==> config.mk <==
export PLATFORM = sky130hd
export DESIGN_NAME = mul_issue_queue
export DESIGN_NICKNAME = d
export VERILOG_FILES = /design/src/rtl/mul_issue_queue.sv
export SDC_FILE = /design/constraint.sdc
export NUM_CORES = 2
export LEC_CHECK = 0
export ABC_AREA = 1
export BUFFER_PORTS_ARGS = -buffer_cell sky130_fd_sc_hd__buf_2
export CORE_UTILIZATION = 60
export DETAILED_ROUTE_END_ITERATION = 8
export PLACE_DENSITY_LB_ADDON = 0.2
export SLEW_MARGIN = 20
export SYNTH_ARGS = -nofsm -noshare
export SYNTH_HDL_FRONTEND = slang
export SYNTH_SLANG_ARGS = --single-unit
==> constraint.sdc <==
create_clock -name clk -period 8.1 [get_ports clk]
set_clock_uncertainty 0.15 [all_clocks]
set_input_delay 1.62 -clock clk [delete_from_list [all_inputs] [get_ports clk]]
set_output_delay 1.62 -clock clk [all_outputs]
set_load 0.02 [all_outputs]
==> src/rtl/mul_issue_queue.sv <==
// Out-of-order issue buffer in front of the pipelined multiply unit.
// Holds renamed multiply uops until both operands are captured, then issues
// the oldest ready uop one per cycle. Mispredict flushes drop every uop whose
// sequence number is younger than the branch.
module mul_issue_queue #(
    parameter int DEPTH  = 4,
    parameter int NUM_WB = 2,
    parameter int TAG_W  = 7,
    parameter int SQN_W  = 7,
    localparam int CNT_W = $clog2(DEPTH) + 1,
    localparam int IDX_W = (DEPTH > 1) ? $clog2(DEPTH) : 1
) (
    input  logic                    clk,
    input  logic                    rst,
    input  logic                    IN_valid,
    input  logic [5:0]              IN_opcode,
    input  logic [31:0]             IN_srcA,
    input  logic [31:0]             IN_srcB,
    input  logic [TAG_W-1:0]        IN_tagA,
    input  logic [TAG_W-1:0]        IN_tagB,
    input  logic                    IN_availA,
    input  logic                    IN_availB,
    input  logic [TAG_W-1:0]        IN_tagDst,
    input  logic [4:0]              IN_nmDst,
    input  logic [SQN_W-1:0]        IN_sqN,
    output logic                    OUT_full,
    output logic [CNT_W-1:0]        OUT_count,
    input  logic [NUM_WB-1:0]       IN_wbValid,
    input  logic [NUM_WB*TAG_W-1:0] IN_wbTag,
    input  logic [NUM_WB*32-1:0]    IN_wbData,
    input  logic                    IN_branchTaken,
    input  logic [SQN_W-1:0]        IN_branchSqN,
    input  logic                    IN_unitBusy,
    output logic                    OUT_valid,
    output logic [5:0]              OUT_opcode,
    output logic [31:0]             OUT_srcA,
    output logic [31:0]             OUT_srcB,
    output logic [TAG_W-1:0]        OUT_tagDst,
    output logic [4:0]              OUT_nmDst,
    output logic [SQN_W-1:0]        OUT_sqN
);

    // Sequence numbers wrap, so age is the sign of the modular difference.
    function automatic logic sqn_younger(input logic [SQN_W-1:0] a, input logic [SQN_W-1:0] b);
        logic [SQN_W-1:0] d;
        d = a - b;
        return $signed(d) > 0;
    endfunction

    function automatic logic sqn_older(input logic [SQN_W-1:0] a, input logic [SQN_W-1:0] b);
        logic [SQN_W-1:0] d;
        d = a - b;
        return $signed(d) < 0;
    endfunction

    // Returns {hit, data}; scanning downwards lets the lowest matching port win.
    function automatic logic [32:0] wb_snoop(input logic [TAG_W-1:0] tag,
                                             input logic [NUM_WB-1:0] v,
                                             input logic [NUM_WB*TAG_W-1:0] t,
                                             input logic [NUM_WB*32-1:0] d);
        logic [32:0] r;
        r = '0;
        for (int p = NUM_WB - 1; p >= 0; p--) begin
            if (v[p] && t[p*TAG_W +: TAG_W] == tag) r = {1'b1, d[p*32 +: 32]};
        end
        return r;
    endfunction

    logic             ent_valid_reg [DEPTH];
    logic             ent_rdy_a_reg [DEPTH];
    logic             ent_rdy_b_reg [DEPTH];
    logic [31:0]      ent_data_a_reg[DEPTH];
    logic [31:0]      ent_data_b_reg[DEPTH];
    logic [TAG_W-1:0] ent_tag_a_reg [DEPTH];
    logic [TAG_W-1:0] ent_tag_b_reg [DEPTH];
    logic [5:0]       ent_op_reg    [DEPTH];
    logic [TAG_W-1:0] ent_dst_reg   [DEPTH];
    logic [4:0]       ent_nm_reg    [DEPTH];
    logic [SQN_W-1:0] ent_sqn_reg   [DEPTH];

    logic [32:0]      snoop_a       [DEPTH];
    logic [32:0]      snoop_b       [DEPTH];
    logic             ent_flush     [DEPTH];
    logic             ent_valid_next[DEPTH];

    logic [CNT_W-1:0] count_reg;
    logic [CNT_W-1:0] count_next;
    logic [32:0]      in_snoop_a;
    logic [32:0]      in_snoop_b;
    logic             free_found;
    logic [IDX_W-1:0] free_idx;
    logic             sel_found;
    logic [IDX_W-1:0] sel_idx;
    logic             enq_fire;
    logic             issue_fire;

    genvar gi;
    generate
        for (gi = 0; gi < DEPTH; gi++) begin : g_ent
            assign snoop_a[gi]   = wb_snoop(ent_tag_a_reg[gi], IN_wbValid, IN_wbTag, IN_wbData);
            assign snoop_b[gi]   = wb_snoop(ent_tag_b_reg[gi], IN_wbValid, IN_wbTag, IN_wbData);
            assign ent_flush[gi] = IN_branchTaken && sqn_younger(ent_sqn_reg[gi], IN_branchSqN);
        end
    endgenerate

    assign in_snoop_a = wb_snoop(IN_tagA, IN_wbValid, IN_wbTag, IN_wbData);
    assign in_snoop_b = wb_snoop(IN_tagB, IN_wbValid, IN_wbTag, IN_wbData);
    assign OUT_full   = (count_reg == CNT_W'(DEPTH));
    assign OUT_count  = count_reg;

    // Lowest free slot, judged on current state so a slot freed by this cycle's issue stays busy.
    always_comb begin
        free_found = 1'b0;
        free_idx   = '0;
        for (int i = 0; i < DEPTH; i++) begin
            if (!ent_valid_reg[i] && !free_found) begin
                free_found = 1'b1;
                free_idx   = IDX_W'(i);
            end
        end
    end

    // Oldest entry with both operands ready; strict compare keeps the lower index on a tie.
    always_comb begin
        logic [SQN_W-1:0] best_sqn;
        sel_found = 1'b0;
        sel_idx   = '0;
        best_sqn  = '0;
        for (int i = 0; i < DEPTH; i++) begin
            if (ent_valid_reg[i] && ent_rdy_a_reg[i] && ent_rdy_b_reg[i] &&
                (!sel_found || sqn_older(ent_sqn_reg[i], best_sqn))) begin
                sel_found = 1'b1;
                sel_idx   = IDX_W'(i);
                best_sqn  = ent_sqn_reg[i];
            end
        end
    end

    assign enq_fire   = IN_valid && !OUT_full && free_found &&
                        !(IN_branchTaken && sqn_younger(IN_sqN, IN_branchSqN));
    assign issue_fire = sel_found && !IN_unitBusy && !ent_flush[sel_idx];

    // Next occupancy after issue, flush and enqueue; the count is its population.
    always_comb begin
        count_next = '0;
        for (int i = 0; i < DEPTH; i++) begin
            ent_valid_next[i] = (ent_valid_reg[i] && !ent_flush[i] &&
                                 !(issue_fire && sel_idx == IDX_W'(i))) ||
                                (enq_fire && free_idx == IDX_W'(i));
            count_next = count_next + CNT_W'(ent_valid_next[i]);
        end
    end

    // Entry storage: enqueue writes, otherwise waiting operands capture wakeup data.
    always_ff @(posedge clk or negedge rst) begin
        if (!rst) begin
            count_reg <= '0;
            for (int i = 0; i < DEPTH; i++) begin
                ent_valid_reg[i]  <= 1'b0;
                ent_rdy_a_reg[i]  <= 1'b0;
                ent_rdy_b_reg[i]  <= 1'b0;
                ent_data_a_reg[i] <= '0;
                ent_data_b_reg[i] <= '0;
                ent_tag_a_reg[i]  <= '0;
                ent_tag_b_reg[i]  <= '0;
                ent_op_reg[i]     <= '0;
                ent_dst_reg[i]    <= '0;
                ent_nm_reg[i]     <= '0;
                ent_sqn_reg[i]    <= '0;
            end
        end else begin
            count_reg <= count_next;
            for (int i = 0; i < DEPTH; i++) begin
                ent_valid_reg[i] <= ent_valid_next[i];
                if (enq_fire && free_idx == IDX_W'(i)) begin
                    ent_rdy_a_reg[i]  <= IN_availA | in_snoop_a[32];
                    ent_rdy_b_reg[i]  <= IN_availB | in_snoop_b[32];
                    ent_data_a_reg[i] <= IN_availA ? IN_srcA : in_snoop_a[31:0];
                    ent_data_b_reg[i] <= IN_availB ? IN_srcB : in_snoop_b[31:0];
                    ent_tag_a_reg[i]  <= IN_tagA;
                    ent_tag_b_reg[i]  <= IN_tagB;
                    ent_op_reg[i]     <= IN_opcode;
                    ent_dst_reg[i]    <= IN_tagDst;
                    ent_nm_reg[i]     <= IN_nmDst;
                    ent_sqn_reg[i]    <= IN_sqN;
                end else begin
                    if (!ent_rdy_a_reg[i] && snoop_a[i][32]) begin
                        ent_rdy_a_reg[i]  <= 1'b1;
                        ent_data_a_reg[i] <= snoop_a[i][31:0];
                    end
                    if (!ent_rdy_b_reg[i] && snoop_b[i][32]) begin
                        ent_rdy_b_reg[i]  <= 1'b1;
                        ent_data_b_reg[i] <= snoop_b[i][31:0];
                    end
                end
            end
        end
    end

    // Issue register: holds a uop for exactly one cycle, no backpressure.
    always_ff @(posedge clk or negedge rst) begin
        if (!rst) begin
            OUT_valid  <= 1'b0;
            OUT_opcode <= '0;
            OUT_srcA   <= '0;
            OUT_srcB   <= '0;
            OUT_tagDst <= '0;
            OUT_nmDst  <= '0;
            OUT_sqN    <= '0;
        end else if (issue_fire) begin
            OUT_valid  <= 1'b1;
            OUT_opcode <= ent_op_reg[sel_idx];
            OUT_srcA   <= ent_data_a_reg[sel_idx];
            OUT_srcB   <= ent_data_b_reg[sel_idx];
            OUT_tagDst <= ent_dst_reg[sel_idx];
            OUT_nmDst  <= ent_nm_reg[sel_idx];
            OUT_sqN    <= ent_sqn_reg[sel_idx];
        end else begin
            OUT_valid  <= 1'b0;
        end
    end

endmodule

-- Yosys cells after proc, flatten, opt, wreduce, memory -nomap -nowiden
Cells that the tools add are included.
- $add $sub $neg: 11
- multipliers: 0
- divide/modulo/power cells: 0
- order comparisons: 9
- equal/unequal tests: 27
- shifts and indexed selects: 0
- muxes and demuxes: 93
- bitwise gates (word level): 3
- reductions and logical operators: 113
- operators by type and width (kind ; count):
    32-bit 2-to-1 mux ; 22
    33-bit 2-to-1 mux ; 20
    7-bit == test ; 20
    32-bit binary-select mux with 2-bit select ; 2
    1-bit logical AND ; 68
    7-bit subtractor ; 8
    7-bit 2-to-1 mux ; 7
    7-bit by 1-bit greater-than comparator with 1-bit output, second input constant ; 5
    1-bit 2-to-1 mux ; 29
    7-bit binary-select mux with 2-bit select ; 2
    1-bit zero test ; 28
    7-bit by 1-bit less-than comparator with 1-bit output, second input constant ; 3
    2-bit nonzero test ; 8
    6-bit binary-select mux with 2-bit select ; 1
    6-bit 2-to-1 mux ; 2
    5-bit binary-select mux with 2-bit select ; 1
    5-bit 2-to-1 mux ; 2
    2-bit == test, second input constant ; 4
    2-bit 2-to-1 mux ; 4
    1-bit logical OR ; 7
    2-bit by 1-bit == test with 1-bit output, second input constant ; 2
    2-bit zero test ; 2
    2-bit by 1-bit adder with 3-bit output ; 1
    3-bit by 1-bit adder with 3-bit output ; 1
    other kinds (6) ; 7
- register bits after elaboration: 517
- latch bits: 0
- RAM bits: 0
- bits in read-only memories: 0
- input bits: 197
- output and inout bits: 94
- memories: 0

-- Longest topological paths before layout
- depth in word-level cells: 31
- depth in mapped cells: 43

-- Worst setup path before layout
OpenSTA, ideal clock, no wires.
- kind: register to register
- start point: register ent_valid_reg[3] (netlist name)
- end point: register count_reg[1], in the netlist OUT_count[1]
- setup time: 0.126 ns
- data arrival time: 6.084 ns
- data required time: 7.824 ns
- setup slack: 1.740 ns
- stages on the path, launching flop included: 41
- path buffers: 3
- period minus slack after synthesis: 6.360 ns
- path through: dfrtp_1 nand2_1 nor2_4 nand2_1 ha_1 a21oi_1 o21a_1 nand2_1 nand2_1 nand3_2 nand2_4 clkbuf_1 nand2_1 o21ai_0 ha_1 a21oi_1 nor2_1 a211oi_1 (+5 left out) o21ai_0 ha_1 a21oi_1 nor2_1 a211oi_1 nand2_1 nand2_1 nand3_1 nand2_2 nand2_1 inv_2 buf_2 nand2_1 o21ai_0 nand2_1 fa_1 ha_1 ha_1
- RTL lines (item ; line ; text):
    start: declaration ; 69 ; logic ent_valid_reg [DEPTH];
    start signal: indexed assignment ; 174 ; ent_valid_reg[i] <= ent_valid_next[i];
    end signal: assignment ; 172 ; count_reg <= count_next;
    end: declaration ; 86 ; logic [CNT_W-1:0] count_reg;

==> metrics <==
peak supply drop 228 µV; most common cell in the netlist nand2_1; WP buf/inv 2; crit-path max cell delay 0.77 ns; Critical R2R Launch ent_rdy_a_reg[3]; Hold WC Path Type flop to flop; Num CTS Buffers 56; relative slew slack 0.192; Final period util 0.917; CP delay by family, top simple AND/OR/NAND/NOR gates; first-pass GRT wire length 196 mm; Placed Area 0.0330 mm²; post-route ant nets 0; Setup CP Type flop to flop; Yosys top cell by area dfrtp_1; Ys Warns 0; Layout Cells excl Fill 5084; root buffer cell clkbuf_16; post-route setup TNS 0 ns; drt total wl 130 mm; Critical Path End Type flop; Slew Limit Fails 0; max cap viols 0; Die H 231 µm; Tmin final 7.43 ns; async set-reset flop share out of synthesis 1.00; CTS tree done; synthesized cell area 0.0315 mm²; Most common cell on crit path nand2_1; Hold Path Origin OUT_srcA[12]; power per cell area 344 mW/mm²; setup slack after layout 0.673 ns; post-DP HPWL 80.5 mm; total die area 0.0534 mm²; DR WL/cell 25.6 µm; worst slew pin tran 1.21 ns; RSZ-0062 raised after global routing no; syn_nets 4559; H-tree levels 2; area grow syn2layout 10.8%; Cell variety after synth 45; Initial Utilization 0.610; Max Root-Sink Buffers 3; Vias/cell 6.83; Port Buffers 290; Yosys top cell area share 0.411; WP data required 8.48 ns; initial antenna violation count 17; cts hold-fix bufs 0; Setup Buffers After CTS 0; ys flop type dfrtp_1; synth top area cells dfrtp_1 (41%), nand2_1 (17%), o21ai_0 (10%), nand3_1 (5.2%), o2111ai_1 (3.4%); vias 34.7k; number of synthesized flops with an enable pin 0; fmax 135 MHz; GPL Wtd Cong 0.978; Mapped Cells 4309; reg-to-reg setup timing slack 0.67 ns; CP max-delay cell buf_4; DRC viols 0; clock-pin slew on the worst setup and hold paths 0.07 ns; gr usage total 0.483; # placed instances 4978; First-pass DRT Iterations 8; Row Count 83; nets@finish 4606; Worst EP arrival 7.81 ns; # IOs 291; clock insertion delay at the later pin of the skew report 0.65 ns; # resized after CTS 0; outcome finished, final reports clean; most frequent cells after synthesis nand2_1 (1390), o21ai_0 (649), dfrtp_1 (517); Final Setup Violations 0; sequential area share after synthesis 0.411; Final Hold Fails 0; finished layout cell area 0.0349 mm²; syn_area_per_cell 7.30 µm²; Iter 0 DRT Violations 5366; largest net degree at the start of global routing 159; gr ovfl total 0; core area 0.0516 mm²; CP startpoint kind flop; CP Launch Point ent_rdy_a_reg[3]; Yosys reg bits 517; vias in the first global route 32.1k; P_leak 0.0164 µW; width of the die 231 µm; pre-CTS WS 0.843 ns; layout cells sized above 1 0.111; crit-path max FO 59; # clock sinks 517
## cells in the final DEF, fill, tap and decap left out, drive strengths merged, types with 85 or more instances in the layout
| master | netlist | final |
|---|---|---|
| nand2 | 1393 | 1393 |
| o21ai | 651 | 651 |
| dfrtp | 517 | 517 |
| buf | 82 | 355 |
| nand3 | 327 | 327 |
| inv | 205 | 198 |
| a21oi | 128 | 128 |
| o2111ai | 122 | 122 |
| nand4 | 95 | 95 |
| nor2 | 90 | 90 |
| o311ai | 85 | 85 |
## cell families after synthesis
family | share of synthesized area
compound gates | 0.215
xor+xnor | 0.0214
buf+inv | 0.0701
simple gates | 0.259
flops | 0.411
fa+ha+maj | 0.0225
## stage by stage
step                      power (µW)   util  hold slack, ns
final                          12000  0.676           0.323
after CTS                      11800  0.675           0.326
after floorplan                 7500      -           0.299
after global placement          9020  0.639           0.310
after global routing           12600  0.676           0.350
after detailed placement        9140  0.639           0.310
## per-layer routing
| metal | share of wire | vias up | track usage |
|---|---|---|---|
| met5 | 0.0019 | - | 0.0138 |
| li1 | - | 14900 | - |
| met3 | 0.17 | 787 | 0.225 |
| met2 | 0.40 | 3042 | 0.669 |
| met1 | 0.36 | 15900 | 0.617 |
| met4 | 0.068 | 20 | 0.274 |
## power by group
| part | internal [µW] | leakage (µW) | switching [µW] |
|---|---|---|---|
| logic | 1540 | 0.00876 | 3310 |
| clock network | 1540 | 0.000927 | 1120 |
| registers | 3660 | 0.00671 | 833 |
| total | 6740 | 0.0164 | 5260 |
## final cells by class
cell class	instances	area, µm²
repair buffers	355	2010
clock buffers	83	1670
inverters	209	792
multi-input cells	3217	16400
diodes	7	17.5
well taps	680	851
clock inverters	16	180
flip-flops and latches	517	12900
fillers	4489	16700
## worst register-to-register path: cells and delay by family, from the launching register on
kind                       cells  cell delay (ns)
DFF                            1             0.41
buffers and inverters          2             0.84
and+or+nand+nor               16             2.27
adders and majority gates      6             1.84
AOI/OAI and AO/OA              9             1.82
## final timing paths
kind,end,cells past startpoint
max in group asynchronous,ent_data_a_reg[27],2
min in group asynchronous,ent_nm_reg[0],1
setup reg to reg,OUT_count[1],33
hold / removal,OUT_srcA[12],2
hold reg to reg,OUT_srcA[12],2
setup / recovery,OUT_count[1],33
No activity file was read; power rests on OpenSTA's default activity.
